**src/rtl/mont_pkg.sv**
```systemverilog
// Shared constants and type definitions for the Montgomery modular-exponentiation controller.
package mont_pkg;

  // Modulus and Montgomery constants for R = 2^64.
  localparam logic [63:0] N       = 64'hFFFF_FFFF_FFFF_FFF1;
  localparam logic [63:0] R2      = 64'h0000_0000_0000_00E1;
  localparam logic [63:0] ONE_BAR = 64'h0000_0000_0000_000F;

  typedef enum logic [2:0] {
    FLUSH,
    IDLE,
    ISSUE,
    WAIT,
    DONE
  } ctrl_state_t;

  typedef enum logic [1:0] {
    CONV_IN,
    SQR,
    MUL,
    CONV_OUT
  } mont_op_t;

endpackage

```
**src/rtl/mont_modexp_ctrl.sv**
```systemverilog
// Left-to-right square-and-multiply sequencer driving one shared montgomery_mul.
//
// state | meaning
// ------+---------------------------------------------------------------
// FLUSH | drain stale items from the unreset mul pipeline, then go IDLE
// IDLE  | ready_in=1, waiting for a request
// ISSUE | operands on mul_a/mul_b, waiting for mul_ready_in
// WAIT  | one op outstanding, waiting for mul_ready_out
// DONE  | result valid (ready_out=1) until given
module mont_modexp_ctrl
  import mont_pkg::*;
#(
  parameter int EXP_W        = 64,
  parameter int FLUSH_CYCLES = 8
) (
  input  logic             clk,
  input  logic             rst_n,
  input  logic [63:0]      base,
  input  logic [EXP_W-1:0] exp,
  input  logic             taken,
  output logic             ready_in,
  output logic [63:0]      result,
  output logic             ready_out,
  input  logic             given,
  output logic [63:0]      mul_a,
  output logic [63:0]      mul_b,
  output logic             mul_taken,
  input  logic             mul_ready_in,
  input  logic [63:0]      mul_out_bar,
  input  logic             mul_ready_out,
  output logic             mul_given,
  output logic             busy,
  output logic [15:0]      op_count
);

  localparam int IDX_W = (EXP_W > 1) ? $clog2(EXP_W) : 1;
  localparam int FC_W  = $clog2(FLUSH_CYCLES + 1);

  ctrl_state_t      state_q, state_d;
  mont_op_t         op_q, op_d;
  logic [EXP_W-1:0] exp_q, exp_d;
  logic [IDX_W-1:0] idx_q, idx_d;
  logic [63:0]      base_bar_q, base_bar_d;
  logic [63:0]      mul_a_q, mul_a_d;
  logic [63:0]      mul_b_q, mul_b_d;
  logic [63:0]      result_q, result_d;
  logic [15:0]      op_count_q, op_count_d;
  logic [FC_W-1:0]  flush_cnt_q, flush_cnt_d;
  logic             next_bit;

  assign ready_in  = (state_q == IDLE);
  assign ready_out = (state_q == DONE);
  assign busy      = (state_q != IDLE);
  assign mul_taken = (state_q == ISSUE) & mul_ready_in;
  assign mul_given = mul_ready_out & ((state_q == WAIT) | (state_q == FLUSH));
  assign mul_a     = mul_a_q;
  assign mul_b     = mul_b_q;
  assign result    = result_q;
  assign op_count  = op_count_q;

  // Next-state and datapath decode; the accumulator lives in mul_a between ops.
  always_comb begin
    state_d     = state_q;
    op_d        = op_q;
    exp_d       = exp_q;
    idx_d       = idx_q;
    base_bar_d  = base_bar_q;
    mul_a_d     = mul_a_q;
    mul_b_d     = mul_b_q;
    result_d    = result_q;
    op_count_d  = op_count_q;
    flush_cnt_d = flush_cnt_q;
    next_bit    = 1'b0;
    case (state_q)
      FLUSH: begin
        if (flush_cnt_q == FC_W'(FLUSH_CYCLES - 1)) begin
          flush_cnt_d = '0;
          state_d     = IDLE;
        end else begin
          flush_cnt_d = flush_cnt_q + 1'b1;
        end
      end
      IDLE: begin
        if (taken) begin
          exp_d      = exp;
          op_d       = CONV_IN;
          mul_a_d    = base;
          mul_b_d    = R2;
          op_count_d = '0;
          state_d    = ISSUE;
        end
      end
      ISSUE: begin
        if (mul_taken) begin
          op_count_d = op_count_q + 16'd1;
          state_d    = WAIT;
        end
      end
      WAIT: begin
        if (mul_given) begin
          case (op_q)
            CONV_IN: begin
              base_bar_d = mul_out_bar;
              idx_d      = IDX_W'(EXP_W - 1);
              op_d       = SQR;
              mul_a_d    = ONE_BAR;
              mul_b_d    = ONE_BAR;
            end
            SQR: begin
              if (exp_q[idx_q]) begin
                op_d    = MUL;
                mul_a_d = mul_out_bar;
                mul_b_d = base_bar_q;
              end else begin
                next_bit = 1'b1;
              end
            end
            MUL:      next_bit = 1'b1;
            CONV_OUT: result_d = mul_out_bar;
            default:  next_bit = 1'b0;
          endcase
          if (next_bit) begin
            if (idx_q == '0) begin
              op_d    = CONV_OUT;
              mul_a_d = mul_out_bar;
              mul_b_d = 64'd1;
            end else begin
              idx_d   = idx_q - 1'b1;
              op_d    = SQR;
              mul_a_d = mul_out_bar;
              mul_b_d = mul_out_bar;
            end
          end
          state_d = (op_q == CONV_OUT) ? DONE : ISSUE;
        end
      end
      DONE: begin
        if (given) state_d = IDLE;
      end
      default: state_d = FLUSH;
    endcase
  end

  // State registers; reset aborts any operation and restarts the pipeline flush.
  always_ff @(posedge clk or negedge rst_n) begin
    if (!rst_n) begin
      state_q     <= FLUSH;
      op_q        <= CONV_IN;
      exp_q       <= '0;
      idx_q       <= '0;
      base_bar_q  <= '0;
      mul_a_q     <= '0;
      mul_b_q     <= '0;
      result_q    <= '0;
      op_count_q  <= '0;
      flush_cnt_q <= '0;
    end else begin
      state_q     <= state_d;
      op_q        <= op_d;
      exp_q       <= exp_d;
      idx_q       <= idx_d;
      base_bar_q  <= base_bar_d;
      mul_a_q     <= mul_a_d;
      mul_b_q     <= mul_b_d;
      result_q    <= result_d;
      op_count_q  <= op_count_d;
      flush_cnt_q <= flush_cnt_d;
    end
  end

endmodule

```
**config.mk**
```make
export PLATFORM = sky130hd
export DESIGN_NAME = mont_modexp_ctrl
export DESIGN_NICKNAME = d
export VERILOG_FILES = /design/src/rtl/mont_pkg.sv /design/src/rtl/mont_modexp_ctrl.sv
export SDC_FILE = /design/constraint.sdc
export NUM_CORES = 1
export LEC_CHECK = 0
export ABC_CLOCK_PERIOD_IN_PS = 2900
export BUFFER_PORTS_ARGS = -buffer_cell sky130_fd_sc_hd__buf_2
export CORE_MARGIN = 3
export CORE_UTILIZATION = 49
export DETAILED_ROUTE_END_ITERATION = 7
export GPL_ROUTABILITY_DRIVEN = 0
export GPL_TIMING_DRIVEN = 0
export PLACE_DENSITY = 0.74
export SLEW_MARGIN = 15
export SYNTH_ARGS = -nofsm -noshare
export SYNTH_HDL_FRONTEND = slang
export SYNTH_SLANG_ARGS = --single-unit
export TNS_END_PERCENT = 1
```
**constraint.sdc**
```tcl
create_clock -name clk -period 2.9 [get_ports clk]
set_input_delay 0.29 -clock clk [delete_from_list [all_inputs] [get_ports clk]]
set_output_delay 0.29 -clock clk [all_outputs]
set_load 0.005 [all_outputs]
```
==> flow_metrics.py <==
metrics = {
    "floorplanning": {
        "core_sq_um": 32800,
        "dieWidth_microns": 189,
        "chipHeight_microns": 189,
        "dieArea_sq_um": 35800,
        "row_count": 66,
        "start_util_pct": 50.2,
        "num_io_pins": 411,
    },
    "yosys": {
        "ys_warn_count": 0,
        "syn_inst": 1534,
        "yosys.area.top_type": "dfrtp_1",
        "ys_seq_area_share_pct": 53.4,
        "synth_area_per_cell_sq_um": 10.7,
        "synth_area_leaders": "dfrtp_1 (53%), mux2_2 (9.3%), nand2_1 (6.3%)",
        "async_flop_share_pct": 100,
        "synth_area_sq_um": 16400,
        "synth_top_area_share_pct": 53.4,
        "synth_fp_nets": 1739,
        "yosysUniqueCellTypes": 59,
        "ys_seq_elements": 351,
        "synth_ff_type": "dfrtp_1",
        "synth_edf_count": 0,
    },
    "timing": {
        "clock.fmax_ghz": 0.340,
        "max_slew_margin_pct": 39.8,
        "post-route-min-period_ps": 2940,
        "post-route-period-util_pct": 101,
        "fin_ws_ps": -41.3,
        "rsz0062_at_grt": "true",
        "worst_slew_pin_slew_ps": 903,
        "finClkSkew_ps": 11.9,
        "drv_slew": 0,
        "setup_viol": 55,
        "hold_viol": 0,
    },
    "route": {
        "wl_per_cell_microns": 21.4,
        "vias": 14700,
        "ant_nets": 0,
        "firstDrtPassIters": 5,
        "vias_per_cell": 5.79,
        "drcViolationCount": 0,
        "wl_microns": 54400,
        "first_iter_violations": 1148,
    },
    "worst_setup_path": {
        "path_delay_family": "compound AO/OA/AOI/OAI gates",
        "crit_path_max_fanout": 8,
        "crit_required_ps": 3310,
        "crit_type": "register to register",
        "cp_slowest_cell": "mux4_2",
        "r2r_end": "idx_q[3]$_DFFE_PN0P_",
        "worst_r2r_path_depth": 9,
        "end_kind": "register",
        "reg2reg_slack_ps": -40,
        "critPathLaunchType": "register",
        "crit_arrival_ps": 3350,
        "r2r_start": "idx_q[0]$_DFFE_PN0P_",
        "path_buf_inv": 2,
        "crit_path_cell_trace": "buf_8 -> mux2i_1 -> mux4_2 -> a211o_1 -> o2111a_1 -> o21ai_4 -> buf_4 -> mux2_2 -> a311oi_1",
        "slowest_delay_ps": 500,
    },
    "layout": {
        "stdcell_area_sq_um": 21700,
        "post-route-util_pct": 66.2,
        "final_layout_size_suffix_gt1_share_pct": 38.4,
        "final_cell_mix": "buf_2 (421), dfrtp_1 (351), nand2_1 (274)",
        "final_nets": 2278,
        "area_growth_pct": 31.9,
        "finalNonFillerCells": 2542,
        "mostFrequentLayoutCell": "buf_2",
    },
    "clock_network": {
        "clk-insertion-delay-late_ps": 520,
        "cts.path.max_buffers": 3,
        "cts.sinks": 351,
        "cts-root-buf": "clkbuf_16",
        "cts_tree": "yes",
        "ctsHtreeMaxLevel": 2,
        "clk_pin_slew_ps": 60,
        "numCtsBuffers": 39,
    },
    "pwr": {
        "total_leakage_power_uw": 0.0108,
        "p_per_area_nw_per_um2": 1040,
        "peakVddDrop_mv": 0.643,
    },
    "min_path": {
        "min_from": "exp[63]",
        "min_to": "exp_q[63]$_DFFE_PN0P_",
        "hold_depth": 3,
        "hold_class": "input port to register",
    },
    "global_routing": {
        "grt_usage_pct": 29.3,
        "global_route.overflow_total": 0,
        "grt_first_pass_wirelength_microns": 82800,
        "antenna_found_initial": 3,
        "grt_max_degree": 110,
        "grt_pass1_vias": 14700,
    },
    "placed_design": {
        "dpl.hpwl_microns": 37400,
        "dpl.cell_count": 2389,
        "postPlaceCellArea_sq_um": 19100,
        "dpl_worst_slack_ps": -848,
        "portBuffers": 410,
    },
    "flow_run": {
        "cap_violations": 0,
    },
    "status": {
        "status": "finished, violations left",
        "violations": "setup timing",
    },
}
[area by class of cell]
class / count / area (sq um)
inverter: 12 / 47.5
multi-input combinational: 1033 / 7040
tap: 442 / 553
fill: 2485 / 11100
clock inverter: 11 / 134
clock buffer: 56 / 1180
buffer: 138 / 868
sequential: 351 / 8780
timing repair buffer: 498 / 3080
antenna: 1 / 2.50
[Yosys cell counts (all sizes together) (2+ instances only)]
library cell / count
o311ai: 2
clkbuf: 97
o22ai: 6
mux2: 136
xnor2: 5
nor2b: 7
buf: 41
a31oi: 60
mux2i: 15
a21oi: 10
nand4: 5
nor3: 11
mux4: 11
nand2b: 3
o31a: 3
or3b: 2
and2: 4
nand4bb: 2
a31o: 2
a22oi: 63
and3: 6
inv: 11
a311oi: 2
o21a: 2
nand3: 135
nand2: 276
a21o: 3
nor2: 23
a211oi: 63
ha: 7
o21ai: 145
or3: 6
dfrtp: 351
xor2: 6
[how the worst max path moves through the flow]
stage	start	end	slack, ps	cells after the start
final	idx_q[0]$_DFFE_PN0P_	idx_q[3]$_DFFE_PN0P_	-40	9
after detailed placement	idx_q[0]$_DFFE_PN0P_	mul_a[4]$_DFFE_PN0P_	-850	12
after global routing	idx_q[0]$_DFFE_PN0P_	mul_b[19]$_DFFE_PN0P_	-140	12
after floorplan	idx_q[0]$_DFFE_PN0P_	mul_a[62]$_DFFE_PN0P_	210	10
after global placement	rst_n	exp_q[37]$_DFFE_PN0P_	-5160	1
after CTS	idx_q[0]$_DFFE_PN0P_	mul_b[25]$_DFFE_PN0P_	-30	10
[kinds of logic after synthesis]
logic type / after synthesis / synth area share (%)
mux: 162 / 11.7
fa+ha+maj: 7 / 0.533
simple gates: 483 / 14.0
buf+inv: 150 / 4.36
xor+xnor: 11 / 0.586
flops: 351 / 53.4
compound gates: 370 / 15.3
[stage by stage]
stage / power, uW / hold slack, ps / setup TNS, ps
global route: 23900 / 40.4 / -11720
finish: 22600 / 24.2 / -841
floorplan: 13300 / -5.59 / 0
CTS: 22200 / 3.54 / -845
detailed placement: 16600 / 320 / -99640
global placement: 16300 / 455 / -1895240
[worst reg2reg max path, delay by kind of cell (launching register included)]
| family | cells | cell delay (ps) |
|---|---|---|
| multiplexers | 3 | 950 |
| flip-flops | 1 | 390 |
| AO/OA/AOI/OAI | 4 | 1200 |
| buffers and inverters | 2 | 310 |
[power breakdown]
group	leakage (uW)	total, uW	internal [uW]	switching [uW]
clock network	0.000657	5060	3090	1970
logic	0.00563	9590	4200	5390
registers	0.00453	7960	6860	1100
total	0.0108	22600	14100	8460
[sequential cells by signal, indices dropped and copies added (netlist names)]
signal       count
flush_cnt_q      4
base_bar_q      64
mul_a           64
state_q          3
exp_q           64
result          64
op_count        16
mul_b           64
idx_q            6
op_q             2
[per-layer routing]
| layer | global-route usage [%] | vias up | wire (microns) |
|---|---|---|---|
| met5 | 0 | - | 27 |
| met4 | 9.48 | 4 | 1940 |
| met3 | 5.31 | 131 | 3590 |
| met2 | 49.8 | 601 | 26900 |
| met1 | 38.1 | 7389 | 22000 |
| li1 | - | 6593 | - |
[repair_timing]
action / CTS / global route
hold buffers: 65 / 0
setup buffers: 7 / 5
gates resized for setup: 57 / 64
pin swaps: 5 / 12
endpoints found under the hold margin: 141 / 0
setup endpoints to repair: 145 / 218
cloned: 1 / 7
Power figures use the tool's default switching activity.
